**config.mk**
```make
export PLATFORM = sky130hd
export DESIGN_NAME = irq_initiator
export DESIGN_NICKNAME = d
export VERILOG_FILES = /design/src/rtl/irq_initiator.sv
export SDC_FILE = /design/constraint.sdc
export NUM_CORES = 1
export LEC_CHECK = 0
export BUFFER_PORTS_ARGS = -buffer_cell sky130_fd_sc_hd__clkbuf_2
export CELL_PAD_IN_SITES_DETAIL_PLACEMENT = 1
export CELL_PAD_IN_SITES_GLOBAL_PLACEMENT = 1
export CORE_AREA = 2 2 101 103
export CTS_CLUSTER_SIZE = 14
export DETAILED_ROUTE_END_ITERATION = 7
export DIE_AREA = 0 0 103 105
export GPL_ROUTABILITY_DRIVEN = 0
export GPL_TIMING_DRIVEN = 0
export PLACE_DENSITY = 0.79
export SLEW_MARGIN = 0
export SYNTH_ARGS = -nofsm -noshare
export SYNTH_HDL_FRONTEND = slang
export SYNTH_SLANG_ARGS = --single-unit
```
**constraint.sdc**
```tcl
create_clock -name clk -period 3.3 [get_ports clk]
set_input_delay 0.825 -clock clk [delete_from_list [all_inputs] [get_ports clk]]
set_output_delay 0.825 -clock clk [all_outputs]
set_load 0.02 [all_outputs]
```
**src/rtl/irq_initiator.sv**
```systemverilog
// irq_initiator: initiator side of the ack/gnt/irq handshake.
// Upstream posts irq bits per channel; they accumulate in a pending register
// per channel. Channels are served round-robin, one ack->gnt handshake at a
// time, each bounded by a timeout after which the bits are queued again.
module irq_initiator #(
    parameter int NUM_CH  = 4,
    parameter int TIMEOUT = 16,
    localparam int CH_W   = $clog2(NUM_CH)
) (
    input  logic                  clk,
    input  logic                  rst,
    input  logic                  evt_valid,
    input  logic [CH_W-1:0]       evt_ch,
    input  logic [7:0]            evt_irq,
    output logic                  evt_ready,
    output logic [NUM_CH-1:0]     ack_o,
    output logic [NUM_CH*8-1:0]   irq_o,
    input  logic [NUM_CH-1:0]     gnt_i,
    output logic                  done_valid,
    output logic [CH_W-1:0]       done_ch,
    output logic                  done_timeout,
    output logic                  busy
);

    localparam int CNT_W = $clog2(TIMEOUT);

    typedef enum logic [1:0] {
        IDLE = 2'd0,
        WAIT = 2'd1,
        DONE = 2'd2
    } state_t;

    state_t           state;
    logic [7:0]       pending     [NUM_CH];
    logic [7:0]       pending_nxt [NUM_CH];
    logic [CH_W-1:0]  cur;
    logic [CH_W-1:0]  last;
    logic [7:0]       snap;
    logic [CNT_W-1:0] cnt;

    logic             sel_found;
    logic [CH_W-1:0]  sel_ch;
    logic [CH_W-1:0]  idx;
    logic             accept;
    logic             granted;
    logic             expired;

    assign accept  = evt_valid && evt_ready;
    // Grant takes priority over the timeout when both land in the same cycle.
    assign granted = (state == WAIT) && gnt_i[cur];
    assign expired = (state == WAIT) && !gnt_i[cur] && (cnt == CNT_W'(TIMEOUT - 1));

    // Round-robin pick: first non-empty channel after the last one served.
    // NOTE: every always_comb output gets a default first so no path leaves it unassigned (no latch).
    always_comb begin
        sel_found = 1'b0;
        sel_ch    = '0;
        idx       = '0;
        // Scan from the farthest offset down so the nearest candidate is written last and wins.
        for (int i = NUM_CH; i >= 1; i--) begin
            idx = CH_W'((int'(last) + i) % NUM_CH);
            if (pending[idx] != 8'h00) begin
                sel_found = 1'b1;
                sel_ch    = idx;
            end
        end
    end

    // Next pending value: clear on selection, restore on timeout, then merge the
    // incoming event last so a same-cycle post to the selected channel survives.
    always_comb begin
        for (int c = 0; c < NUM_CH; c++) begin
            pending_nxt[c] = pending[c];
            if (state == IDLE && sel_found && sel_ch == CH_W'(c)) begin
                pending_nxt[c] = 8'h00;
            end
            if (expired && cur == CH_W'(c)) begin
                pending_nxt[c] = pending_nxt[c] | snap;
            end
            if (accept && evt_ch == CH_W'(c)) begin
                pending_nxt[c] = pending_nxt[c] | evt_irq;
            end
        end
    end

    // Pending register file update; reset discards all queued bits.
    // NOTE: this is a small flop array, not a RAM, so clearing it in reset is intended; a RAM macro would not be reset.
    always_ff @(posedge clk) begin
        if (rst) begin
            for (int c = 0; c < NUM_CH; c++) begin
                pending[c] <= 8'h00;
            end
        end else begin
            for (int c = 0; c < NUM_CH; c++) begin
                pending[c] <= pending_nxt[c];
            end
        end
    end

    // Handshake FSM with all outputs registered from the next-state decision.
    // NOTE: sequential state uses non-blocking assignments so every flop samples pre-edge values.
    always_ff @(posedge clk) begin
        if (rst) begin
            state        <= IDLE;
            cur          <= '0;
            last         <= CH_W'(NUM_CH - 1);
            snap         <= 8'h00;
            cnt          <= '0;
            ack_o        <= '0;
            irq_o        <= '0;
            done_valid   <= 1'b0;
            done_ch      <= '0;
            done_timeout <= 1'b0;
            busy         <= 1'b0;
            evt_ready    <= 1'b0;
        end else begin
            evt_ready  <= 1'b1;
            done_valid <= 1'b0;
            case (state)
                IDLE: begin
                    if (sel_found) begin
                        state                        <= WAIT;
                        cur                          <= sel_ch;
                        snap                         <= pending[sel_ch];
                        cnt                          <= '0;
                        ack_o                        <= '0;
                        ack_o[sel_ch]                <= 1'b1;
                        irq_o                        <= '0;
                        irq_o[{sel_ch, 3'b000} +: 8] <= pending[sel_ch];
                        busy                         <= 1'b1;
                    end
                end
                WAIT: begin
                    if (granted || expired) begin
                        state        <= DONE;
                        done_valid   <= 1'b1;
                        done_ch      <= cur;
                        done_timeout <= !granted;
                        ack_o        <= '0;
                        irq_o        <= '0;
                        cnt          <= '0;
                    end else begin
                        cnt <= cnt + 1'b1;
                    end
                end
                DONE: begin
                    state <= IDLE;
                    last  <= cur;
                    busy  <= 1'b0;
                end
                default: begin
                    state <= IDLE;
                    ack_o <= '0;
                    irq_o <= '0;
                    busy  <= 1'b0;
                end
            endcase
        end
    end

endmodule
```
# Word level (Yosys, flattened, before mapping)

Memories as Yosys holds them, arrays and structs flattened.
Index checks and enable logic that the tools add are counted.

Register bits after elaboration: 60
Memory bits (writable): 32
Memories kept: 1

Add/sub/neg operators: 6
Magnitude comparators: 3
Equality and inequality tests: 14
Shift-type cells: 2
Muxes and demuxes: 46
Bitwise logic cells: 15
Reduce and logical (&&, ||, !) cells: 37

Memory list:

| name    | depth | bits a word | rd ports | clocked after memory_dff | wr ports | line | source |
|---|---|---|---|---|---|---|---|
| pending | 4     | 8           | 9        | 0                        | 4        | 34   | `logic [7:0] pending [NUM_CH];` |

Operators by type and width:

| operator                                                               | number |
|---|---|
| 8-bit 2-to-1 mux                                                       | 16 |
| 32-bit one-hot mux with 3 select lines                                 | 1 |
| 32-bit 2-to-1 mux                                                      | 2 |
| 8-bit OR                                                               | 8 |
| 32-bit AND                                                             | 1 |
| 8-bit nonzero test                                                     | 4 |
| 8-bit by 7-bit variable shift with 32-bit output, first input constant | 1 |
| 8-bit by 7-bit variable part select with 32-bit output                 | 1 |
| 1-bit logical AND                                                      | 18 |
| 4-bit 2-to-1 mux                                                       | 4 |
| 2-bit equality test, second input constant                             | 7 |
| 2-bit 2-to-1 mux                                                       | 6 |
| 4-bit one-hot mux with 3 select lines                                  | 1 |
| 1-bit 2-to-1 mux                                                       | 11 |
| 2-bit AND reduction                                                    | 5 |
| 2-bit by 1-bit equality test with 1-bit output, second input constant  | 4 |
| 2-bit logical NOT                                                      | 4 |
| 4-bit one-hot mux with 2 select lines                                  | 1 |
| 5-bit negator with 7-bit output                                        | 1 |
| 2-bit by 3-bit < comparator with 1-bit output, second input constant   | 2 |
| 2-bit by 1-bit adder with 2-bit output, second input constant          | 2 |
| 2-bit adder, second input constant                                     | 2 |
| 4-bit by 1-bit adder with 4-bit output, second input constant          | 1 |
| 4-bit equality test, second input constant                             | 1 |
| other kinds (14)                                                       | 19 |

# Longest topological paths before layout

An unclocked memory read counts as a cell.

Word-level depth: 15
Mapped depth: 13
Mapped depth without buffers: 10

# Worst setup path before layout

OpenSTA, ideal clock, no wires.

Path kind: register -> register
Start point: mem pending[1][2]
End point: mem pending[3][0]
Setup time: 128 ps
Arrival: 2915 ps
Path slack: 257 ps
Cell stages (with the launch flop): 13
Buffers on the path: 3
Path through: dfxtp_1 nor4_2 nand2_1 mux4_2 o22ai_1 buf_4 buf_4 ha_1 inv_1 or2_2 buf_2 a222oi_1 nor2_1

RTL lines:

| what               | line |
|---|---|
| start: declaration | 34 |

==> results.json <==
{
  "finalCritPeriodShare": 0.9652,
  "rows": 36,
  "clkLatencyLatePin_ns": 0.38,
  "fin_skew_ns": 0.01455,
  "ys_seq_area_frac": 0.4687,
  "reg2regPathDepth": 12,
  "synth.most_common_cell": "dfxtp_1",
  "power.density_cell_area_nw_per_um2": 620.3,
  "crit_slowest_cell": "mux4_2",
  "wl_met2_um": 5959,
  "netlist_instances": 427,
  "wl_met1_um": 5452,
  "fin_crit_ns": 3.185,
  "slew_headroom": 0.2574,
  "ios": 59,
  "cts_sinks": 94,
  "overflow": 0,
  "whs_path_depth": 2,
  "via_count": 3708,
  "die_h_um": 105,
  "finalHoldViolCount": 0,
  "fp.dieW_um": 103,
  "start_util": 0.4165,
  "synth_common_cells": "94 x dfxtp_1, 51 x nor2_1, 46 x nand2_1, 46 x o21ai_0, 32 x a222oi_1",
  "drc": 0,
  "grt_pass1_vias": 3746,
  "ir_worst_vdd_mv": 0.2520,
  "drv_slew": 0,
  "routed_wl_um": 12450,
  "syn_area_per_cell_um2": 9.403,
  "synth_top_area_cell": "dfxtp_1",
  "setup_tns_ns": 0,
  "drv_cap": 0,
  "cts_root_buffer": "clkbuf_8",
  "fill_cells": 1158,
  "antenna_cells": 0,
  "ys_ff_latch": 94,
  "io_buffers": 57,
  "syn2layout_area_growth_pct": 20.75,
  "cts_buffers": 9,
  "cp_cell_sequence": "nor4_4 > buf_4 > nand2_1 > mux4_2 > o22ai_2 > buf_6 > ha_1 > inv_1 > or2_2 > buf_2 > a222oi_1 > nor2_1",
  "status": "completed",
  "async_flop_share": 0,
  "antenna_found_initial": 0,
  "worstPathRequired_ns": 3.56,
  "hold_class": "flip-flop to flip-flop",
  "final_cell_area_um2": 4848,
  "synth_area_leaders": "dfxtp_1 47%, a222oi_1 8.0%, o21ai_0 5.7%, mux2i_1 5.2%, nor2_1 4.8%",
  "place_area_um2": 4467,
  "top_layer": "met4",
  "synth_edf_count": 0,
  "core_um2": 9639,
  "dr_wl_met3_um": 820,
  "cp.arrival_ns": 3.44,
  "grt_max_degree": 21,
  "tritoncts": "yes",
  "timing.hold.ws_ns": 0.4620,
  "yosysWarningCount": 0,
  "drtIter0Drc": 418,
  "via_per_inst": 5.794,
  "final-setup-viol-count": 0,
  "syn-cell-area_um2": 4015,
  "wl_per_cell_um": 19.46,
  "dr.pass1.iters": 7,
  "dpl.hpwl_um": 9211,
  "drive_above_1_share": 0.2229,
  "critical-path-max-stage-delay_ns": 0.50,
  "fmax_ghz": 0.3139,
  "endpoint_kind": "flip-flop",
  "fin_nets": 525,
  "ys_types": 39,
  "synth_nets": 450,
  "grt_first_pass_wirelength_um": 20070,
  "yosys_most_used_dff": "dfxtp_1",
  "worst_pin_slew_ns": 1.112,
  "synth_top_area_share": 0.4687,
  "htreeDepth": 3,
  "dieArea_um2": 10820,
  "utilization": 0.5030,
  "antenna_left": 0,
  "cts.clk_slew.worst_paths_ns": 0.10,
  "crit_type": "flip-flop to flip-flop",
  "placed_cells": 617,
  "power.leakage_nw": 1.945,
  "timing.critical_path.fanout_max": 10,
  "fin_cells": 640,
  "grt.total_usage": 0.2395,
  "clock_path_buffers": 2,
  "cp-start-kind": "flip-flop"
}
==> stage by stage <==
| stage | power, mW | setup WS (ns) |
|---|---|---|
| 2_1_floorplan | 1.851 | 0.2575 |
| 3_3_place_gp | 2.061 | -0.3029 |
| 3_5_place_dp | 2.095 | -0.4794 |
| 4_1_cts | 2.980 | 0.01191 |
| 5_1_grt | 3.155 | -0.01417 |
| 6_report | 3.008 | 0.1148 |
==> layout by cell type, fill, tap and decap left out, types with 3 or more instances in the layout <==
cell type / n
a21oi_1: 13
a222oi_1: 32
a22o_1: 16
and2_1: 4
buf_2: 4
buf_4: 9
buf_6: 4
clkbuf_1: 15
clkbuf_2: 57
clkbuf_8: 9
dfxtp_1: 94
ha_1: 5
inv_1: 7
inv_6: 3
mux2i_1: 21
mux4_2: 3
nand2_1: 45
nand2b_1: 3
nand3_1: 15
nand4_1: 5
nor2_1: 51
nor3_1: 4
nor4_4: 7
o21ai_0: 46
or2_2: 3
==> area by class of cell <==
type / count / area (um^2) / area share
plain buffers: 23 / 123.9 / 0.02555
clock buffers: 10 / 127.6 / 0.02632
clock inverters: 6 / 91.34 / 0.01884
inverters: 7 / 26.28 / 0.005419
multi-input cells: 301 / 2081 / 0.4292
flip-flops and latches: 94 / 1882 / 0.3881
well taps: 133 / 166.4 / 0.03432
repair buffers: 66 / 350.3 / 0.07226
==> state kept, by name, indices dropped and copies added, names as in the netlist, 2 cells and up, named ones only <==
name     cells
done_ch      2
state        2
ack_o        4
last         2
snap         8
irq_o       32
pending     32
cur          2
cnt          4
==> repair_timing <==
| action | 4_1_cts | 5_1_grt |
|---|---|---|
| gates resized for setup | 13 | 5 |
| endpoints found under the setup margin | 65 | 64 |
| setup buffers | 5 | 3 |
| pin swaps | 3 | 4 |
| gates cloned | 0 | 1 |
| hold buffers | 0 | 0 |
| hold endpoints to repair | 0 | 0 |
==> kinds of logic (layout without fill, tap and decap cells) <==
group,count (synthesis),in the layout,synth area share
buf+inv,32,112,0.03926
mux,25,25,0.07198
compound gates,121,121,0.2250
simple gates,149,149,0.1764
fa+ha+maj,6,6,0.01870
flops,94,94,0.4687
==> per-layer routing <==
layer,GRT usage,vias to the layer above
met3,0.05017,20
met2,0.3711,131
met1,0.3272,1794
met5,0,-
li1,-,1763
met4,0.08459,0
==> power breakdown <==
group | internal [mW] | switching (mW)
logic | 0.321 | 0.583
registers | 1.19 | 0.0468
clock network | 0.434 | 0.433
==> path summary, 6_finish.rpt <==
path	from	endpoint	slack, ns
worst max register to register	pending[0][2]	pending[3][6]	0.11
worst min register to register	irq_o[3]	irq_o[3]	0.46
worst max-delay path	pending[0][2]	pending[3][6]	0.11
worst min-delay path	irq_o[3]	irq_o[3]	0.46
==> worst max-delay path: cells and delay by family (launching register included) <==
family | cells | cell delay, ns
compound gates | 2 | 0.61
fa+ha+maj | 1 | 0.16
buf+inv | 4 | 0.63
flops | 1 | 0.37
mux | 1 | 0.50
simple gates | 4 | 0.78
(Power assumes the default switching activity.)
